[src/rtl/cordic_vector.sv]
// cordic_vector: iterative vectoring-mode CORDIC. Converts a Q3.14 (x, y)
// pair into a Q5.14 magnitude (CORDIC gain not compensated) and a Q3.14
// angle in radians. One micro-rotation per clock, fixed latency of ITER.
module cordic_vector #(
    parameter int ITER = 16
) (
    input  logic               clk,
    input  logic               rst,
    input  logic               in_valid,
    output logic               in_ready,
    input  logic signed [17:0] x_in,
    input  logic signed [17:0] y_in,
    output logic               out_valid,
    input  logic               out_ready,
    output logic signed [19:0] mag_out,
    output logic signed [17:0] angle_out
);

    typedef enum logic [1:0] {ST_IDLE, ST_ITER, ST_DONE} state_t;

    localparam logic [3:0]         LAST   = 4'(ITER - 1);
    localparam logic signed [17:0] PI_Q14 = 18'sd51472;

    state_t             state;
    state_t             state_nxt;
    logic signed [19:0] x;
    logic signed [19:0] y;
    logic signed [17:0] z;
    logic [3:0]         i;
    logic               accept;
    logic               done_ack;
    logic signed [19:0] x_ext;
    logic signed [19:0] y_ext;

    // atan(2^-idx) in Q3.14, rounded to nearest.
    function automatic logic signed [17:0] atan_lut(input logic [3:0] idx);
        case (idx)
            4'd0:    return 18'sd12868;
            4'd1:    return 18'sd7596;
            4'd2:    return 18'sd4014;
            4'd3:    return 18'sd2037;
            4'd4:    return 18'sd1023;
            4'd5:    return 18'sd512;
            4'd6:    return 18'sd256;
            4'd7:    return 18'sd128;
            4'd8:    return 18'sd64;
            4'd9:    return 18'sd32;
            4'd10:   return 18'sd16;
            4'd11:   return 18'sd8;
            4'd12:   return 18'sd4;
            4'd13:   return 18'sd2;
            4'd14:   return 18'sd1;
            default: return 18'sd0;
        endcase
    endfunction

    // Handshakes: ready is held low while reset is asserted.
    assign in_ready  = (state == ST_IDLE) && !rst;
    assign out_valid = (state == ST_DONE);
    assign accept    = in_valid && in_ready;
    assign done_ack  = out_valid && out_ready;
    assign x_ext     = {{2{x_in[17]}}, x_in};
    assign y_ext     = {{2{y_in[17]}}, y_in};
    assign mag_out   = x;
    assign angle_out = z;

    // State register.
    always_ff @(posedge clk or posedge rst) begin
        if (rst) state <= ST_IDLE;
        else     state <= state_nxt;
    end

    // Next-state logic.
    always_comb begin
        // NOTE: default first so no path leaves state_nxt unassigned (no latch).
        state_nxt = state;
        unique case (state)
            ST_IDLE: if (accept)       state_nxt = ST_ITER;
            ST_ITER: if (i == LAST)    state_nxt = ST_DONE;
            ST_DONE: if (done_ack)     state_nxt = ST_IDLE;
            default:                   state_nxt = ST_IDLE;
        endcase
    end

    // Datapath: pre-rotation on capture, then one micro-rotation per cycle.
    always_ff @(posedge clk or posedge rst) begin
        if (rst) begin
            x <= '0;
            y <= '0;
            z <= '0;
            i <= '0;
        end else if (accept) begin
            i <= '0;
            if (!x_in[17]) begin
                x <= x_ext;
                y <= y_ext;
                z <= '0;
            end else begin
                // Left half-plane: rotate by pi so the iterations converge.
                x <= -x_ext;
                y <= -y_ext;
                z <= y_in[17] ? -PI_Q14 : PI_Q14;
            end
        end else if (state == ST_ITER) begin
            // NOTE: non-blocking updates make both right-hand sides read the
            // pre-update x and y, which the cross-coupled rotation requires.
            if (!y[19]) begin
                x <= x + (y >>> i);
                y <= y - (x >>> i);
                z <= z + atan_lut(i);
            end else begin
                x <= x - (y >>> i);
                y <= y + (x >>> i);
                z <= z - atan_lut(i);
            end
            i <= i + 4'd1;
        end
    end

endmodule
[config.mk]
export PLATFORM = sky130hd
export DESIGN_NAME = cordic_vector
export DESIGN_NICKNAME = d
export VERILOG_FILES = /design/src/rtl/cordic_vector.sv
export SDC_FILE = /design/constraint.sdc
export NUM_CORES = 1
export LEC_CHECK = 0
export BUFFER_PORTS_ARGS = -buffer_cell sky130_fd_sc_hd__buf_2
export CAP_MARGIN = 5
export CORE_ASPECT_RATIO = 1.4
export CORE_MARGIN = 1.5
export CORE_UTILIZATION = 53
export DETAILED_ROUTE_END_ITERATION = 8
export GPL_TIMING_DRIVEN = 0
export PLACE_DENSITY = 0.72
export SYNTH_ARGS = -nofsm -noshare
export SYNTH_HDL_FRONTEND = slang
export SYNTH_SLANG_ARGS = --single-unit
export TNS_END_PERCENT = 20
[constraint.sdc]
create_clock -name clk -period 7.35 [get_ports clk]
set_input_delay 1.47 -clock clk [delete_from_list [all_inputs] [get_ports clk]]
set_output_delay 1.47 -clock clk [all_outputs]
set_load 0.02 [all_outputs]
==> impl_metrics.toml, run 1 <==
[yosys]
syn_avg_cell_area_um2 = 8.08
synthCells = 1115
async_reset_ff_share_pct = 100
seq_area_frac_synth_pct = 17.8
synth_flop_cell = "dfrtp_1"
syn_area_um2 = 9010
yosysWarnings = 0
synth_cell_type_count = 71
synth_edf_count = 0
syn_nets = 1229
ys_seq_elements = 64

[floorplan]
core_area_um2 = 16700
die_w_um = 113
die_h_um = 157
rows = 56
start_util_pct = 54.0
io_pins = 80
die-area_um2 = 17800

[clock_network]
root_buffer = "clkbuf_16"
cts-resized-gates = 0
clk_pin_slew_ns = 0.06
clock_latency_ns = 0.35
ctsHoldBuffers = 0
post_cts_buffers = 0
clk_path_buf_depth = 2
cts_tree = "yes"
cts_num_sinks = 64
htree_levels = 3
cts_buffers = 9

[grt]
antenna_found_initial = 0
met2_usage_pct = 66.5
grt_usage_pct = 39.8
met3_usage_pct = 6.74
grt_pass1_wl_mm = 53.2
grt_pass1_vias = 9214
top_usage_layer = "met2"
grt_use_met1_pct = 48.2
grt_start_max_net_pins = 65
grt-ovfl-total = 0

[critical_path]
crit_required_ns = 7.58
endpoint_kind = "register"
r2r-start = "i[3]$_DFFE_PP0P_"
crit_fanout = 10
crit_slowest_cell = "buf_1"
startpoint_type = "register"
crit_type = "reg -> reg"
crit_chain = "clkbuf_1, clkbuf_1, clkbuf_1, clkbuf_1, buf_1, o21a_1, ha_1, nand3_1, o31a_1, nor2_1, o22ai_1, o22ai_1, ha_1, a21o_1, a21o_1, o21ai_0, a31oi_1, o211ai_1, a21boi_0, or3_1, a32o_1"
arrival_ns = 7.06
crit_start = "i[3]$_DFFE_PP0P_"
slowest_delay_ns = 0.57
crit_top_cell = "clkbuf_1"

[layout]
fillers = 1567
fin_cells = 1412
nets = 1318
layout-drive-gt1-share_pct = 13.3
final_cell_mix = "103 x nand2_1, 93 x nor2_1, 84 x buf_2"
area_growth_pct = 10.5
final_common_cell = "nand2_1"
antenna_cells = 0

[job]
drv_cap = 0

[placement]
port_buffers = 78
dp_hpwl_mm = 26.7
gp_congestion = 1.06
placed_cells = 1396

[route]
ant_nets = 0
routed_wl_mm = 34.9
post_drt_wl_per_cell_um = 24.7
via_per_inst = 6.75
vias = 9526
firstDrtPassIters = 7
initialDrtViolationCount = 1031
drc = 2

[sta]
hold_violations = 0
final.min_clock_period_ns = 6.83
fin_tns_setup_ns = 0
max-slew-margin-rel_pct = 34.2
min_period_over_period_pct = 93.0
finalSetupViolCount = 0
fin_skew_ns = 0.00658
drv_slew = 0
fmaxAchievable_mhz = 146
rsz0062_at_grt = "no"
timing.hold.ws_ns = 0.541
worstMarginPinSlew_ns = 0.986

[worst_hold_path]
hp-start = "angle_out[0]$_DFFE_PP0P_"
hold_class = "reg -> reg"

[run_status]
status = "finished, violations left"
violations = "design-rule violations"
-- path summary, 6_finish.rpt --
check,to,slack [ns],cells past startpoint
max in group asynchronous,y[0]$_DFFE_PP0P_,5.45,2
min reg2reg,angle_out[0]$_DFFE_PP0P_,0.54,2
min,angle_out[0]$_DFFE_PP0P_,0.54,2
max reg2reg,mag_out[18]$_DFFE_PP0P_,0.52,21
min in group asynchronous,angle_out[12]$_DFFE_PP0P_,1.33,2
max,mag_out[18]$_DFFE_PP0P_,0.52,21
-- cells in the mapped netlist (7+ instances only) --
| library cell | count | area, µm² |
|---|---|---|
| nor3_1 | 27 | 135 |
| nand2_1 | 103 | 387 |
| a22oi_1 | 16 | 120 |
| inv_1 | 34 | 128 |
| clkbuf_1 | 44 | 165 |
| mux4_2 | 33 | 743 |
| mux2i_1 | 26 | 260 |
| mux2_2 | 8 | 90.1 |
| a21oi_1 | 83 | 415 |
| a211oi_1 | 17 | 128 |
| ha_1 | 71 | 888 |
| xnor2_1 | 53 | 464 |
| and2_1 | 12 | 75.1 |
| xor2_1 | 58 | 508 |
| a21o_1 | 16 | 120 |
| nor2_1 | 93 | 349 |
| nand3_1 | 26 | 130 |
| nand2b_1 | 20 | 125 |
| or3_1 | 16 | 100 |
| buf_1 | 7 | 26.3 |
| nor2b_1 | 16 | 100 |
| o211ai_1 | 18 | 135 |
| o21ai_0 | 79 | 395 |
| dfrtp_1 | 64 | 1600 |
| a31oi_1 | 18 | 113 |
| o31ai_1 | 18 | 135 |
| o21a_1 | 15 | 113 |
-- worst max-delay path, delay by kind of cell (launching register included) --
family          cells  cell delay [ns]
fa+ha+maj           2             0.65
compound gates     11             2.38
flops               1             0.43
simple gates        3             0.63
buf+inv             5             2.62
-- routing by layer --
metal | vias to the layer above | routed length (µm) | part of all wire [%]
met5 | - | 0 | 0
met2 | 515 | 16400 | 47
met3 | 126 | 2970 | 8.5
met4 | 0 | 2220 | 6.4
li1 | 4321 | - | -
met1 | 4564 | 13300 | 38
-- state kept, by name (all words and copies together) (netlist names) --
| name | cells |
|---|---|
| mag_out | 20 |
| y | 20 |
| angle_out | 18 |
| i | 4 |
| state | 2 |
-- stage by stage --
stage	area (µm²)	setup slack [ns]	utilization, %
floorplan	9010	2.27	-
global placement	9660	0.802	57.9
detailed placement	9660	0.727	57.9
CTS	9960	0.696	59.7
global route	9960	0.347	59.7
finish	9960	0.517	59.7
-- cell type report --
class | instances | area [µm²] | share of cell area [%]
Clock buffer | 11 | 243 | 2.44
Sequential cell | 64 | 1600 | 16.1
Tap cell | 203 | 254 | 2.55
Clock inverter | 5 | 56.3 | 0.565
Buffer | 63 | 278 | 2.79
Multi-Input combinational cell | 954 | 7010 | 70.3
Timing Repair Buffer | 78 | 390 | 3.92
Inverter | 34 | 130 | 1.31
-- cells by family (layout without fill, tap and decap cells) --
group	Yosys count	after routing	synth area share (%)
AO/OA/AOI/OAI	346	346	24.9
XOR/XNOR	111	111	10.8
adder cells (fa/ha/maj)	74	74	10.5
buffers and inverters	97	191	4.50
flip-flops	64	64	17.8
multiplexers	69	69	12.6
AND/OR/NAND/NOR	354	354	18.9
Power of run 1 is not shown: default switching activity piles up to over one toggle a cycle in this logic, so the estimate is an artifact.
==> run 2: changes to the inputs <==
--- a/config.mk
+++ b/config.mk
@@ -5,6 +5,7 @@
 export SDC_FILE = /design/constraint.sdc
 export NUM_CORES = 1
 export LEC_CHECK = 0
+export ABC_AREA = 1
 export BUFFER_PORTS_ARGS = -buffer_cell sky130_fd_sc_hd__buf_2
 export CAP_MARGIN = 5
 export CORE_ASPECT_RATIO = 1.4
==> run 2 against run 1 <==
The flow now finishes without violations. Sequential share of layout area is 0.99 points lower. Register-to-register slack improved by 2.1 ns. First-iteration DRC count is 8.7% higher. Clock skew up 0.0079 ns. Cell area increased by 6.6%. Cell count rose by 38%. Non-clock buffer count is 4 lower. Via count increased by 22%. Flip-flop and latch count unchanged. Critical endpoint is now y[19]$_DFFE_PP0P_. Largest cell class unchanged.
==> impl_metrics.toml, run 2 <==
[sta]
fmaxAchievable_mhz = 211
rsz0062_at_grt = "no"
final.min_clock_period_ns = 4.73
drv_slew = 0
min_period_over_period_pct = 64.3
finalSetupViolCount = 0
hold_violations = 0
max-slew-margin-rel_pct = 30.5
worstMarginPinSlew_ns = 1.04
fin_skew_ns = 0.0145
fin_tns_setup_ns = 0

[run_status]
status = "finished clean"

[floorplan]
start_util_pct = 53.8
die_w_um = 117
rows = 58
die_h_um = 163
io_pins = 80
die-area_um2 = 19000
core_area_um2 = 17900

[yosys]
synth_top_area_share_pct = 16.6
syn_nets = 1725
async_reset_ff_share_pct = 100
ys_seq_elements = 64
synth_edf_count = 0
yosysWarnings = 0
synth_cell_type_count = 55
yosysTopAreaCell = "dfrtp_1"
synth_top_cells_by_count = "422 x nand2_1, 183 x nand3_1, 155 x inv_1, 148 x nor2_1, 130 x a21oi_1"
syn_avg_cell_area_um2 = 5.98
synthCells = 1611
seq_area_frac_synth_pct = 16.6
synth_flop_cell = "dfrtp_1"
synth_area_leaders = "dfrtp_1 17%, nand2_1 16%, nand3_1 9.5%"
yosysMostFrequentCell = "nand2_1"
syn_area_um2 = 9640

[critical_path]
crit_required_ns = 7.65
r2r-start = "i[1]$_DFFE_PP0P_"
crit_chain = "buf_4, inv_4, buf_2, nand3_1, nand3_1, nand2_1, a21oi_2, ha_1, nand3_2, nand2_1, xor2_1, inv_1, ha_1, nand2_1, inv_1, a21oi_1, o21ai_0, nand3_1, nand2_1, a21oi_1, inv_1, nand3_1, nand3_1, nand2_1"
timing.rr.end = "y[19]$_DFFE_PP0P_"
startpoint_type = "register"
endpoint_kind = "register"
crit_fanout = 13
crit_slowest_cell = "xor2_1"
slowest_delay_ns = 0.51
r2r_cells = 24
crit_type = "reg -> reg"
cp_num_buf_inv = 6
rrSetupSlack_ns = 2.62
path_delay_family = "simple AND/OR/NAND/NOR gates"
arrival_ns = 5.02

[worst_hold_path]
whs_endpoint = "angle_out[2]$_DFFE_PP0P_"
hp-start = "angle_out[2]$_DFFE_PP0P_"
whs_path_depth = 2
hold_class = "reg -> reg"

[clock_network]
post_cts_buffers = 0
cts-resized-gates = 0
ctsHoldBuffers = 0
root_buffer = "clkbuf_16"
clk_path_buf_depth = 2
clock_latency_ns = 0.36
htree_levels = 3
cts_num_sinks = 64
clk_pin_slew_ns = 0.06
cts_tree = "yes"
cts_buffers = 9

[route]
routed_wl_mm = 39.2
vias = 11616
drc = 0
firstDrtPassIters = 7
initialDrtViolationCount = 1121
ant_nets = 0
via_per_inst = 5.97
post_drt_wl_per_cell_um = 20.1

[grt]
grt-ovfl-total = 0
grt_usage_pct = 42.0
grt_start_max_net_pins = 65
grt_pass1_wl_mm = 59.5
grt_pass1_vias = 10837
antenna_found_initial = 0

[layout]
final_cell_mix = "422 x nand2_1, 183 x nand3_1, 154 x inv_1"
area_growth_pct = 10.1
antenna_cells = 0
final_common_cell = "nand2_1"
fillers = 1950
nets = 1814
layout-drive-gt1-share_pct = 11.2
multi_input_area_um2 = 7100
regArea_um2 = 1600

[job]
drv_cap = 0

[placement]
dp_hpwl_mm = 31.4
port_buffers = 78
gp_congestion = 1.09
## run 2: cell count changes after synthesis, sizes merged, moves of 51 or more
cell	previous run	this run
nand2	104	442
nand3	26	191
inv	34	162
nor2	93	160
a21oi	83	134
o21ai	80	131
## run 2: how the worst max path moves through the flow
| stage | from | end | slack, ns | cells past startpoint |
|---|---|---|---|---|
| floorplan | i[0]$_DFFE_PP0P_ | angle_out[14]$_DFFE_PP0P_ | 3.60 | 27 |
| finish | i[1]$_DFFE_PP0P_ | y[19]$_DFFE_PP0P_ | 2.62 | 24 |
| detailed placement | i[1]$_DFFE_PP0P_ | angle_out[11]$_DFFE_PP0P_ | 2.79 | 25 |
| CTS | i[1]$_DFFE_PP0P_ | angle_out[11]$_DFFE_PP0P_ | 2.76 | 25 |
| global route | i[0]$_DFFE_PP0P_ | mag_out[13]$_DFFE_PP0P_ | 2.30 | 25 |
| global placement | i[1]$_DFFE_PP0P_ | angle_out[11]$_DFFE_PP0P_ | 2.81 | 25 |
## run 2: kinds of logic (layout without fill, tap and decap cells)
kind of cell	after synthesis	count (layout)	synth area share, %
simple gates	862	862	39.2
compound gates	341	341	20.3
buf+inv	222	316	9.69
fa+ha+maj	74	74	9.84
flops	64	64	16.6
xor+xnor	48	48	4.36
## run 2: worst register-to-register path: cells and delay by family (launching register included)
| kind | cells | cell delay [ns] |
|---|---|---|
| AO/OA/AOI/OAI | 4 | 1.04 |
| XOR/XNOR | 1 | 0.51 |
| adder cells (fa/ha/maj) | 2 | 0.59 |
| buffers and inverters | 6 | 0.87 |
| flip-flops | 1 | 0.44 |
| AND/OR/NAND/NOR | 11 | 1.22 |
## run 2: cell type report
type                    instances  share of cell area, %
flip-flops and latches         64                   15.1
clock inverters                 6                  0.413
plain buffers                  59                   2.98
clock buffers                  10                   2.25
inverters                     163                   5.84
multi-input cells            1325                   66.9
well taps                     240                   2.83
repair buffers                 78                   3.68
## run 2: metal layers
layer  track usage (%)  vias up  wire (µm)  part of all wire [%]
met5                 0        -          0                     0
met2              67.9      481      18000                    46
met1              49.0     5395      15300                    39
met3              6.03      158       2300                   5.9
met4              32.9        0       3570                   9.1
li1                  -     5582          -                     -
## run 2: metrics by stage
step / instances / cell area (µm²) / setup WS [ns] / hold WS, ns / utilization (%)
floorplan: 1611 / 9640 / 3.60 / 0.520 / -
global placement: 1929 / 10300 / 2.81 / 0.505 / 57.6
detailed placement: 1929 / 10300 / 2.79 / 0.523 / 57.6
CTS: 1945 / 10600 / 2.76 / 0.536 / 59.2
global route: 1945 / 10600 / 2.30 / 0.558 / 59.2
finish: 1945 / 10600 / 2.62 / 0.534 / 59.2
Power of run 2 is left out for the same reason.
==> run 3: changes to the inputs <==
--- a/config.mk
+++ b/config.mk
@@ -13,7 +13,7 @@
 export CORE_UTILIZATION = 53
 export DETAILED_ROUTE_END_ITERATION = 8
 export GPL_TIMING_DRIVEN = 0
-export PLACE_DENSITY = 0.72
+export PLACE_DENSITY = 0.75
 export SYNTH_ARGS = -nofsm -noshare
 export SYNTH_HDL_FRONTEND = slang
 export SYNTH_SLANG_ARGS = --single-unit
==> constraint.sdc (replaced) <==
create_clock -name clk -period 4.16 [get_ports clk]
set_input_delay 0.832 -clock clk [delete_from_list [all_inputs] [get_ports clk]]
set_output_delay 0.832 -clock clk [all_outputs]
set_load 0.02 [all_outputs]
==> run 3 against run 2 <==
Critical path depth shrank 4. Worst setup slack lost 2.5 ns. Core utilization up 4.7 points. Clock skew shrank 0.0032 ns. Via count grew 2.5%. Sequential share of layout area fell by 1.1 points. Largest cell class unchanged. Highest routed layer unchanged.
==> impl_metrics.toml, run 3 (synthesis results as in run 2) <==
[critical_path]
crit_required_ns = 4.41
crit_slowest_cell = "a21oi_1"
crit_chain = "nor2_2, buf_2, nand2_1, o21ai_0, nor2_1, nand2_1, nor2_2, nand2_1, inv_1, nand2_1, nand2_1, nand3_1, o21ai_0, ha_1, a21oi_1, o21a_1, o2111ai_4, or2_4, nand3_1, nand2_1"
crit_top_cell = "nand2_1"
path_delay_family = "simple AND/OR/NAND/NOR gates"
arrival_ns = 4.33
crit_type = "reg -> reg"
cp.depth = 20
startpoint_type = "register"
crit_fanout = 10
slowest_delay_ns = 0.50
r2r_cells = 20
endpoint_kind = "register"
cp_num_buf_inv = 2

[clock_network]
root_buffer = "clkbuf_16"
cts_num_sinks = 64
clk_pin_slew_ns = 0.07
clock_latency_ns = 0.36
clk_path_buf_depth = 2
cts_buffers = 9
cts_tree = "yes"
htree_levels = 3

[floorplan]
rows = 58
io_pins = 80
start_util_pct = 53.8
die_h_um = 163
core_area_um2 = 17900
die_w_um = 117
die-area_um2 = 19000

[grt]
grt_pass1_wl_mm = 59.8
grt_usage_pct = 42.2
antenna_found_initial = 0
grt-ovfl-total = 0
grt_start_max_net_pins = 65
grt_pass1_vias = 11127

[worst_hold_path]
whs_path_depth = 2
hold_class = "reg -> reg"

[placement]
placed_cell_area_um2 = 10300
placed_cells = 1929
port_buffers = 78
gp_congestion = 1.08
dp_hpwl_mm = 31.3

[sta]
rsz0062_at_grt = "yes"
fmaxAchievable_mhz = 245
fin_skew_ns = 0.0113
min_period_over_period_pct = 98.1
final.min_clock_period_ns = 4.08
worstMarginPinSlew_ns = 1.01
timing.hold.ws_ns = 0.524
hold_violations = 0
finalSetupViolCount = 0
max-slew-margin-rel_pct = 32.5
drv_slew = 0

[layout]
final_common_cell = "nand2_1"
final_area_um2 = 11500
nets = 1837
fin_cells = 1968
final_cell_mix = "408 x nand2_1, 177 x nand3_1, 150 x inv_1"
layout-drive-gt1-share_pct = 17.8
final_util_pct = 63.9
area_growth_pct = 18.8
antenna_cells = 0

[route]
initialDrtViolationCount = 1227
vias = 11904
routed_wl_mm = 40.2
post_drt_wl_per_cell_um = 20.4
firstDrtPassIters = 7
via_per_inst = 6.05
drc = 0
ant_nets = 0

[run_status]
status = "finished clean"

[job]
drv_cap = 0
==> run 3: layer usage <==
| layer | track usage [%] | wire length (µm) | part of all wire [%] | up-vias |
|---|---|---|---|---|
| li1 | - | - | - | 5630 |
| met1 | 48.1 | 14900 | 37 | 5496 |
| met2 | 67.7 | 18300 | 46 | 590 |
| met3 | 8.56 | 3190 | 7.9 | 188 |
| met4 | 33.7 | 3780 | 9.4 | 0 |
| met5 | 0 | 0 | 0 | - |
==> run 3: area by class of cell <==
| type | count | area (µm²) |
|---|---|---|
| sequential | 64 | 1600 |
| tap | 240 | 300 |
| inverter | 163 | 643 |
| multi-input combinational | 1325 | 7600 |
| clock buffer | 10 | 239 |
| fill | 1829 | 6470 |
| timing repair buffer | 102 | 623 |
| clock inverter | 6 | 67.6 |
| buffer | 58 | 373 |
==> run 3: tightest hold or removal path, cell delays in order (launching register included) <==
cell and delay [ns]:
dfrtp_1 0.36, nand2_1 0.06, o211ai_1 0.07
==> run 3: timing repair <==
action	in CTS	in global routing
setup buffers	4	17
hold buffers	0	0
setup endpoints to repair	23	31
cloned	0	3
resized for setup	28	125
pin swaps	5	41
==> run 3: final timing paths <==
path                                               start                       end  slack [ns]
min in group asynchronous                            rst      state[1]$_DFFE_PP0P_        0.68
worst max register to register          i[3]$_DFFE_PP0P_   mag_out[18]$_DFFE_PP0P_        0.08
worst max-delay path                    i[3]$_DFFE_PP0P_   mag_out[18]$_DFFE_PP0P_        0.08
worst min-delay path            angle_out[4]$_DFFE_PP0P_  angle_out[4]$_DFFE_PP0P_        0.52
max in group asynchronous                            rst          i[0]$_DFFE_PP0P_        2.89
worst min register to register  angle_out[4]$_DFFE_PP0P_  angle_out[4]$_DFFE_PP0P_        0.52
==> run 3: metrics by stage <==
stage,setup WS (ns),setup TNS [ns]
floorplan,0.414,0
global placement,-0.447,-2.55
detailed placement,-0.470,-3.77
CTS,0.00701,0
global route,-0.353,-1.88
finish,0.0783,0
Power of run 3 is left out for the same reason.
